--- src/rtl/seq_div.sv ---
// seq_div: sequential signed divider using a radix-2 restoring algorithm.
// The divider works on operand magnitudes and produces one quotient bit per clock.
// Signs are applied in a final fix-up cycle. The quotient truncates toward zero.
// The remainder carries the sign of the dividend.
// Operands are registered on start, and results are registered and held.
module seq_div #(
    parameter int WORD_LEN = 8
) (
    input  logic                i_clk,
    input  logic                i_rstn,
    input  logic                i_start,
    input  logic [WORD_LEN-1:0] i_dividend,
    input  logic [WORD_LEN-1:0] i_divisor,
    output logic                o_busy,
    output logic                o_done,
    output logic [WORD_LEN-1:0] o_quotient,
    output logic [WORD_LEN-1:0] o_remainder,
    output logic                o_div_by_zero
);

    localparam int CW = $clog2(WORD_LEN + 1);
    localparam logic [CW-1:0]       CNT_ONE  = CW'(1);
    localparam logic [CW-1:0]       CNT_LAST = CW'(WORD_LEN - 1);
    localparam logic [WORD_LEN-1:0] ONE      = WORD_LEN'(1);

    typedef enum logic [1:0] {
        IDLE = 2'd0,
        CALC = 2'd1,
        FIX  = 2'd2
    } state_t;

    state_t              state_reg;
    logic [CW-1:0]       cnt_reg;
    logic [WORD_LEN-1:0] rem_reg;      // running remainder, always < divisor magnitude
    logic [WORD_LEN-1:0] dvd_reg;      // dividend magnitude; quotient bits shift in at the bottom
    logic [WORD_LEN-1:0] dsr_reg;      // divisor magnitude
    logic [WORD_LEN-1:0] raw_dvd_reg;  // original dividend, returned as remainder on divide by zero
    logic                sign_q_reg;
    logic                sign_r_reg;
    logic                zero_reg;

    logic [WORD_LEN-1:0] dvd_mag;
    logic [WORD_LEN-1:0] dsr_mag;
    logic [WORD_LEN:0]   shifted;
    logic [WORD_LEN:0]   trial;
    logic                q_bit;
    logic [WORD_LEN-1:0] neg_q;
    logic [WORD_LEN-1:0] neg_r;

    // The magnitude of -2^(WORD_LEN-1) is still representable as an unsigned WORD_LEN value.
    assign dvd_mag = i_dividend[WORD_LEN-1] ? (~i_dividend + ONE) : i_dividend;
    assign dsr_mag = i_divisor[WORD_LEN-1]  ? (~i_divisor + ONE)  : i_divisor;

    // One restoring step.
    // The (WORD_LEN+1)-bit shifted remainder is compared against the divisor through the sign of the difference.
    assign shifted = {rem_reg, dvd_reg[WORD_LEN-1]};
    assign trial   = shifted - {1'b0, dsr_reg};
    assign q_bit   = ~trial[WORD_LEN];

    assign neg_q = ~dvd_reg + ONE;
    assign neg_r = ~rem_reg + ONE;

    // Control FSM, datapath registers and registered outputs.
    always_ff @(posedge i_clk or negedge i_rstn) begin
        if (!i_rstn) begin
            state_reg     <= IDLE;
            cnt_reg       <= '0;
            rem_reg       <= '0;
            dvd_reg       <= '0;
            dsr_reg       <= '0;
            raw_dvd_reg   <= '0;
            sign_q_reg    <= 1'b0;
            sign_r_reg    <= 1'b0;
            zero_reg      <= 1'b0;
            o_busy        <= 1'b0;
            o_done        <= 1'b0;
            o_quotient    <= '0;
            o_remainder   <= '0;
            o_div_by_zero <= 1'b0;
        end else begin
            o_done <= 1'b0;
            case (state_reg)
                IDLE: begin
                    if (i_start) begin
                        dvd_reg     <= dvd_mag;
                        dsr_reg     <= dsr_mag;
                        raw_dvd_reg <= i_dividend;
                        sign_q_reg  <= i_dividend[WORD_LEN-1] ^ i_divisor[WORD_LEN-1];
                        sign_r_reg  <= i_dividend[WORD_LEN-1];
                        zero_reg    <= (i_divisor == '0);
                        rem_reg     <= '0;
                        cnt_reg     <= '0;
                        o_busy      <= 1'b1;
                        state_reg   <= CALC;
                    end
                end
                CALC: begin
                    // When no subtraction happens, shifted < divisor, so the low WORD_LEN bits hold the whole remainder.
                    rem_reg <= q_bit ? trial[WORD_LEN-1:0] : shifted[WORD_LEN-1:0];
                    dvd_reg <= {dvd_reg[WORD_LEN-2:0], q_bit};
                    if (cnt_reg == CNT_LAST) begin
                        cnt_reg   <= '0;
                        state_reg <= FIX;
                    end else begin
                        cnt_reg <= cnt_reg + CNT_ONE;
                    end
                end
                FIX: begin
                    if (zero_reg) begin
                        o_quotient    <= '1;
                        o_remainder   <= raw_dvd_reg;
                        o_div_by_zero <= 1'b1;
                    end else begin
                        o_quotient    <= sign_q_reg ? neg_q : dvd_reg;
                        o_remainder   <= sign_r_reg ? neg_r : rem_reg;
                        o_div_by_zero <= 1'b0;
                    end
                    o_done    <= 1'b1;
                    o_busy    <= 1'b0;
                    state_reg <= IDLE;
                end
                default: begin
                    state_reg <= IDLE;
                    o_busy    <= 1'b0;
                end
            endcase
        end
    end

endmodule

--- config.mk ---
export PLATFORM = sky130hd
export DESIGN_NAME = seq_div
export DESIGN_NICKNAME = d
export VERILOG_FILES = /design/src/rtl/seq_div.sv
export SDC_FILE = /design/constraint.sdc
export NUM_CORES = 1
export LEC_CHECK = 0
export ABC_AREA = 1
export BUFFER_PORTS_ARGS = -buffer_cell sky130_fd_sc_hd__buf_2
export CAP_MARGIN = 20
export CORE_UTILIZATION = 30
export CTS_BUF_LIST = sky130_fd_sc_hd__clkbuf_8 sky130_fd_sc_hd__clkbuf_16
export CTS_CLUSTER_SIZE = 8
export DETAILED_ROUTE_END_ITERATION = 16
export PLACE_DENSITY = 0.55
export SETUP_SLACK_MARGIN = 0.4
export SLEW_MARGIN = 20
export SYNTH_ARGS = -nofsm -noshare
export SYNTH_HDL_FRONTEND = slang
export SYNTH_SLANG_ARGS = --single-unit
--- constraint.sdc ---
create_clock -name i_clk -period 2.65 [get_ports i_clk]
set_input_delay 0.1325 -clock i_clk [delete_from_list [all_inputs] [get_ports i_clk]]
set_output_delay 0.1325 -clock i_clk [all_outputs]
set_load 0.05 [all_outputs]
* Yosys cells after proc, flatten, opt, wreduce, memory -nomap -nowiden
Index checks and enable logic that the tools add are counted.
** Cells by class
- Add/subtract/negate cells :: 6
- Equal/unequal tests :: 5
- Muxes and demuxes :: 21
- Bitwise logic cells :: 7
- Reduce and logical (&&, ||, !) cells :: 7
** Operators with widths (number)
- 2-to-1 mux 8 bit :: 9
- adder 8 x 1 -> 8 bit (second input constant) :: 4
- inverter 8 bit :: 4
- case mux 8 bit (2 select lines) :: 2
- subtractor 9 x 8 -> 9 bit :: 1
- logical NOT 8 bit :: 1
- 2-to-1 mux 4 bit :: 2
- case mux 4 bit (2 select lines) :: 1
- AND reduction 2 bit :: 4
- adder 4 x 1 -> 4 bit (second input constant) :: 1
- equality test 4 x 3 -> 1 bit (second input constant) :: 1
- 2-to-1 mux 2 bit :: 2
- inequality test 2 bit (second input constant) :: 2
- case mux 2 bit (2 select lines) :: 1
- 2-to-1 mux 1 bit :: 3
- equality test 2 x 1 -> 1 bit (second input constant) :: 1
- equality test 2 bit (second input constant) :: 1
- logical NOT 2 bit :: 1
- inverter 1 bit :: 2
- case mux 1 bit (2 select lines) :: 1
- nonzero test 2 bit :: 1
- XOR 1 bit :: 1
** Storage, ports and cells
- Flip-flop bits (word level) :: 60
- Input port bits :: 19
- Output and inout bits :: 19
- Logic and storage cells :: 60

* Depth between registers and ports, before layout
Gate-level depths: netlist of run 1.
- Word-level depth :: 5
- Mapped depth :: 13
- Gate-level depth less buffers :: 13

* Worst setup path before layout of run 1
OpenSTA, ideal clock, no wires.
- Path type :: register to register
- Start point :: register dvd_reg[7]
- End point :: register rem_reg[7]
- Library setup time :: 0.117 ns
- Data arrival time :: 1.720 ns
- Required time :: 2.533 ns
- Path slack :: 0.813 ns
- Cell stages (with the launch flop) :: 13
- Path buffers :: 0
- Period minus slack after synthesis :: 1.837 ns
- Path through :: dfrtp_1 -> inv_1 -> ha_1 -> inv_1 -> fa_1 -> nand2_1 -> nand2_2 -> nand3_2 -> nand3_2 -> nand2_4 -> nand2_1 -> nand3_1 -> nand2_1
** On the way
- Longest elaborated chain between the ends :: 3
** Ends and longest elaborated chain
- start, declared :: RTL line 35 : logic [WORD_LEN-1:0] dvd_reg;
- start signal, assigned :: RTL line 85 : dvd_reg <= dvd_mag;
- start signal, assigned :: RTL line 100 : dvd_reg <= {dvd_reg[WORD_LEN-2:0], q_bit};
- subtractor 9 x 8 -> 9 bit :: RTL line 57 : assign trial = shifted - {1'b0, dsr_reg};
- 2-to-1 mux 8 bit :: RTL line 99 : rem_reg <= q_bit ? trial[WORD_LEN-1:0] : shifted[WORD_LEN-1:0];
- case mux 8 bit (2 select lines) :: RTL line 82 : case (state_reg)
- end signal, assigned :: RTL line 99
- end, declared :: RTL line 34 : logic [WORD_LEN-1:0] rem_reg;
Every way passes these cells.
A chain may end at the register's enable or synchronous reset.

* Worst setup path in the final report of run 1
Same ends and word-level chain as after synthesis.

==> results of run 1 <==
cells in the final DEF (no fill, tap or decap), drive strengths merged, types with 2 or more instances in the layout:
cell type    n
nand3       41
nand2      122
xnor2        2
o21ai       39
nand3b       4
clkbuf      11
o211ai       4
xor2        12
nand4        5
ha          13
nor2        36
o31ai        2
a21oi       17
dfrtp       59
o221ai       3
o22ai        3
a22oi        5
a31oi        3
clkinv       3
inv         64
buf         41
or2          2
routing by layer:
metal,vias up,routed length [um]
li1,1565,-
met5,-,0
met4,0,80
met3,6,348
met1,1439,4240
met2,57,3830
how the worst max path moves through the flow:
stage                     startpoint         end  slack [ns]  cells after the start
after floorplan           dvd_reg[7]  rem_reg[7]        0.81                     12
after CTS                 dvd_reg[7]  rem_reg[5]        0.59                     12
after global placement    dvd_reg[7]  rem_reg[4]        0.67                     12
after global routing      dvd_reg[7]  rem_reg[4]        0.47                     12
final                     dvd_reg[7]  rem_reg[7]        0.66                     13
after detailed placement  dvd_reg[7]  rem_reg[7]        0.60                     12
cell families after synthesis:
group / after synthesis / share of synthesized area [%]
AO/OA/AOI/OAI: 79 / 13.3
XOR/XNOR: 14 / 3.55
adder cells (fa/ha/maj): 14 / 5.29
buffers and inverters: 73 / 8.30
flip-flops: 59 / 42.8
AND/OR/NAND/NOR: 211 / 26.8
final cells by class:
class / count / area [um2] / area share, %
clock inverters: 4 / 26.3 / 0.642
inverters: 64 / 240 / 5.87
well taps: 140 / 175 / 4.28
clock buffers: 11 / 253 / 6.17
multi-input cells: 318 / 1700 / 41.5
flip-flops and latches: 59 / 1480 / 36.1
repair buffers: 42 / 225 / 5.50
timing repair:
action / in CTS / in global routing
resized for setup: 0 / 1
endpoints found under the setup margin: 0 / 1
hold buffers: 1 / 0
hold endpoints to repair: 59 / 0
worst max-delay path: cells and delay by family, from the launching register on:
family                   cells  cell delay (ns)
buffers and inverters        2             0.18
adder cells (fa/ha/maj)      2             0.56
AND/OR/NAND/NOR              9             0.80
flip-flops                   1             0.39
where the power goes:
part / internal (mW) / switching [mW]
sequential: 1.32 / 0.329
combinational: 1.05 / 2.14
clock: 0.675 / 0.397
cell usage after synthesis (all sizes together):
master  instances  area, um2
a21oi          17       88.8
a22oi           5       37.5
a31oi           3       18.8
a32o            1       10.0
buf             8       42.5
clkbuf          1       3.75
dfrtp          59       1480
fa              1       20.0
ha             13        163
inv            64        240
nand2         122        480
nand3          41        215
nand3b          4       30.0
nand4           5       31.3
nor2           36        150
nor3            1       5.00
o211ai          4       30.0
o21ai          39        195
o221ai          3       26.3
o22a            1       8.76
o22ai           3       18.8
o31ai           2       15.0
o32ai           1       8.76
or2             2       15.0
xnor2           2       17.5
xor2           12        105
==> run metrics, run 1 <==
status complete, no violations; met3 GRT Util under 10%; Max Buffers Root-to-Sink 2; GRT Overall Usage ~15%; Wirelength per Cell 13.3 um; Hold Fails Final Rpt 0; met1 Track Usage GR between 20 and 25%; reg2reg start dvd_reg[7]; Max Clock Skew 0.00495 ns; Avg Synthesized Cell Area 7.67 um2; Antenna Cells 0; die height 109 um; Synth-to-Final Area Change 18.6%; Peak supply drop ~0.6 mV; Reg clk slew, reported paths approximately 0.050 ns; Post-CTS Setup Bufs 0; slew of the pin with the lowest slew margin between 0.4 and 0.5 ns; final core occ 37.1%; vias between 3000 and 4000; Overflow after GRT 0; layout cells sized above 1 14.9%; crit end category flip-flop; worst hold endpoint dsr_reg[5]; drc violations 0; Post-Syn Nets around 480; final WL 8.50 mm; drt first pass iters 4; Achievable Freq 503 MHz; Die Footprint between 10000 and 15000 um2; worst reg-to-reg setup slack between 0.6 and 0.7 ns; part of the cycle the worst path needs 75.1%; Max stage delay on crit path approximately 0.4 ns; pre-CTS WS 0.597 ns; GR met2 Demand/Resource about a quarter; worst-path cell chain inv_1 > ha_1 > inv_1 > fa_1 > nand2_1 > nand2_2 > nand3_2 > nand2_2 > nand2_4 > nand2_4 > nand2_1 > nand3_1 > nand2_1; endpoints failing setup 0; Worst Path Arrival 2.25 ns; htree depth 3; fin crit period ~2.0 ns; clk sinks a little under 60; WHS 0.0720 ns; type of origin of the critical path flip-flop; CP max FO 9; RR Endpoint rem_reg[7]; Top Usage Layer GRT met2; antenna violations before repair 0; die width about 110 um; top-level port count 38; Min-Delay Path Class input pin to flip-flop; placed cell area around 3800 um2; TNS Setup 0 ns; Yosys Warn Count 0; TritonCTS Buffers 9; max-cap viol count 0; Clock Latency Late Sink ~0.32 ns; Final Non-Filler Cells between 600 and 700; Required @ worst endpoint between 2 and 3 ns; Routed Antenna Nets 0; Slew headroom a little under three quarters; Seq/Total Area, Yosys 42.8%; Tot Pwr approximately 5.9 mW; first-pass GRT wire length about 14 mm; Core Box Area 11000 um2; Yosys cell types 35; Final nets 527; max-slew violation count 0; unrepaired setup endpoints after global routing false; vias in the first global route about 2900; hold path depth 3; fin worst setup slack between 0.6 and 0.7 ns; CP Class flip-flop to flip-flop; Lkg Pwr between 2 and 2.5 nW; final instance area approximately 4100 um2; Pwr Density around 1400 nW/um2; Slowest cell on crit path fa_1; Synth Cell Area about 3500 um2; largest net degree at the start of global routing 34; CTS tree yes; Vias/cell about 4.8; Reg2Reg Depth 13; Detailed Place HPWL 6.55 mm; placed cells 622; Clk Tree Root Cell clkbuf_16; initial detailed-routing violation count roughly 140; Most common cell on crit path nand2_1; fill count ~1200; # rows 38; starting density of the core 31.3%; # port buffers 37; Placer Congestion approximately 0.83; worst hold path startpoint i_divisor[5]; Mapped Cells 450; #FFs+latches synth 59
(Power assumes the default switching activity.)
==> run 2, diff against run 1 <==
- clock period: 2.65 -> 1.9 ns (I/O delays scaled with it)
==> run 2 against run 1 <==
Against the previous run: clock power up 67%; fmax increased by 9.9%; sequential power up 39%; setup slack lost 0.57 ns; clock skew is essentially flat; non-clock buffer count up 21; die area did not move; power rose by 61%; clock-buffer cell count did not move; critical path type unchanged; critical endpoint is now rem_reg[2]; highest routed layer unchanged.
==> run metrics, run 2 (synthesis results as in run 1) <==
Placer Congestion between 0.8 and 0.9; Peak supply drop ~0.82 mV; starting density of the core between 30% and 40%; Synth-to-Final Area Change 30.1%; # port buffers 37; layout cells sized above 1 23.8%; Wirelength per Cell ~14 um; Max stage delay on crit path a little under 0.4 ns; CP Class flip-flop to flip-flop; worst reg-to-reg setup slack about 0.09 ns; most frequent cells in the layout nand2_1, dfrtp_1, inv_1, buf_2, o21ai_0; Die Footprint 11900 um2; commonest non-fill, non-tap cell in the layout nand2_1; status complete, no violations; max-slew violation count 0; CP max FO 4; Slowest cell on crit path dfrtp_1; first-pass GRT wire length around 14 mm; Hold Fails Final Rpt 0; Min-Delay Path Class input pin to flip-flop; Detailed Place HPWL between 6 and 7 mm; Max Buffers Root-to-Sink 2; Setup crit start dvd_reg[7]; reg2reg start dvd_reg[7]; endpoints failing setup 0; GRT Overall Usage around 16%; final WL between 9 and 10 mm; Core Box Area around 11000 um2; CTS tree yes; Clk Tree Root Cell clkbuf_16; Final nets 550; crit end category flip-flop; Achievable Freq around 550 MHz; die width 109 um; Max Clock Skew between 0.004 and 0.005 ns; fin crit period around 1.8 ns; die height 109 um; top-level port count 38; worst-path cell chain inv_2 > ha_4 > inv_4 > fa_2 > nand2_2 > nand2_2 > nand3_4 > nand2_8 > nand2_4 > nand3_1 > nand3_1 > nand2_1; hold path depth 3; fill count between 1000 and 1500; drt first pass iters 4; initial detailed-routing violation count 163; htree depth 3; Clock Latency Late Sink between 0.3 and 0.4 ns; vias in the first global route approximately 3000; placed cells 630; Top Usage Layer GRT met2; worst hold endpoint dsr_reg[5]; Required @ worst endpoint about 2.1 ns; unrepaired setup endpoints after global routing true; Pwr Density 2120 nW/um2; GR met2 Demand/Resource 25.2%; Tot Pwr roughly 9.5 mW; max-cap viol count 0; Vias/cell ~4.8; Routed Antenna Nets 0; RR Endpoint rem_reg[2]; Reg clk slew, reported paths 0.05 ns; largest net degree at the start of global routing 60; TritonCTS Buffers 9; # rows 38; Reg2Reg Depth 12; vias 3197; met1 Track Usage GR between 20 and 25%; clk sinks 59; worst hold path startpoint i_divisor[5]; Final Non-Filler Cells between 600 and 700; met3 GRT Util slightly above 4%; antenna violations before repair 0; Overflow after GRT 0; Antenna Cells 0; type of origin of the critical path flip-flop; Worst Path Arrival slightly above 2 ns; slew of the pin with the lowest slew margin approximately 0.35 ns; drc violations 0; part of the cycle the worst path needs between 90% and 100%; Slew headroom ~77%; Lkg Pwr 2.27 nW
-- run 2: cell types whose count changed in the layout (fill, tap and decap cells not counted), moves of 3 or more --
cell	before	now
buf_4	4	23
nand3_1	39	31
nand3_2	1	9
inv_1	58	52
inv_2	6	9
nand2_1	117	114
-- run 2: per-layer routing --
metal  part of all wire [%]  vias to the layer above
met5                      0                        -
met4                   0.96                        0
met3                    3.7                        7
met2                     46                       60
met1                     49                     1517
li1                       -                     1613
-- run 2: how the worst max path moves through the flow --
stage	cells past startpoint	slack, ns	to
2_1_floorplan	12	0.18	rem_reg[7]
3_3_place_gp	12	0.09	rem_reg[7]
3_5_place_dp	12	0.04	rem_reg[7]
4_1_cts	12	0.08	rem_reg[4]
5_1_grt	12	-0.02	rem_reg[4]
6_report	12	0.09	rem_reg[2]
-- run 2: power by group --
part | switching [mW] | total [mW] | leakage, nW | internal, mW
combinational | 3.44 | 5.44 | 1.39 | 2.00
clock | 0.576 | 1.79 | 0.162 | 1.21
sequential | 0.454 | 2.30 | 0.723 | 1.84
-- run 2: final cells by class --
type | count | area (um2) | area share [%]
inverter | 64 | 253 | 5.62
tap | 140 | 175 | 3.90
multi-input combinational | 320 | 1850 | 41.2
clock inverter | 4 | 73.8 | 1.64
timing repair buffer | 63 | 408 | 9.08
clock buffer | 11 | 253 | 5.62
sequential | 59 | 1480 | 32.9
-- run 2: critical path: cells and delay by family, from the launching register on --
kind	cells	cell delay [ns]
simple gates	8	0.70
fa+ha+maj	2	0.48
buf+inv	2	0.12
flops	1	0.39
-- run 2: timing repair --
action                                  CTS  global route
hold endpoints to repair                 59             0
gates resized for setup                  13            21
pin swaps                                 9             6
setup buffers                             5             8
gates cloned                              2             0
endpoints found under the setup margin   17            21
hold buffers                              1             0
-- run 2: metrics by stage --
| stage | setup TNS (ns) | hold slack [ns] | instance area [um2] | setup WS (ns) | util [%] |
|---|---|---|---|---|---|
| 5_1_grt | -0.0401 | 0.0426 | 4490 | -0.0226 | 40.7 |
| 3_3_place_gp | 0 | 0.127 | 3910 | 0.0868 | 35.4 |
| 3_5_place_dp | 0 | 0.128 | 3910 | 0.0440 | 35.4 |
| 2_1_floorplan | 0 | -0.201 | 3490 | 0.185 | - |
| 6_report | 0 | 0.0253 | 4490 | 0.0903 | 40.7 |
| 4_1_cts | 0 | 0.0220 | 4360 | 0.0828 | 39.5 |
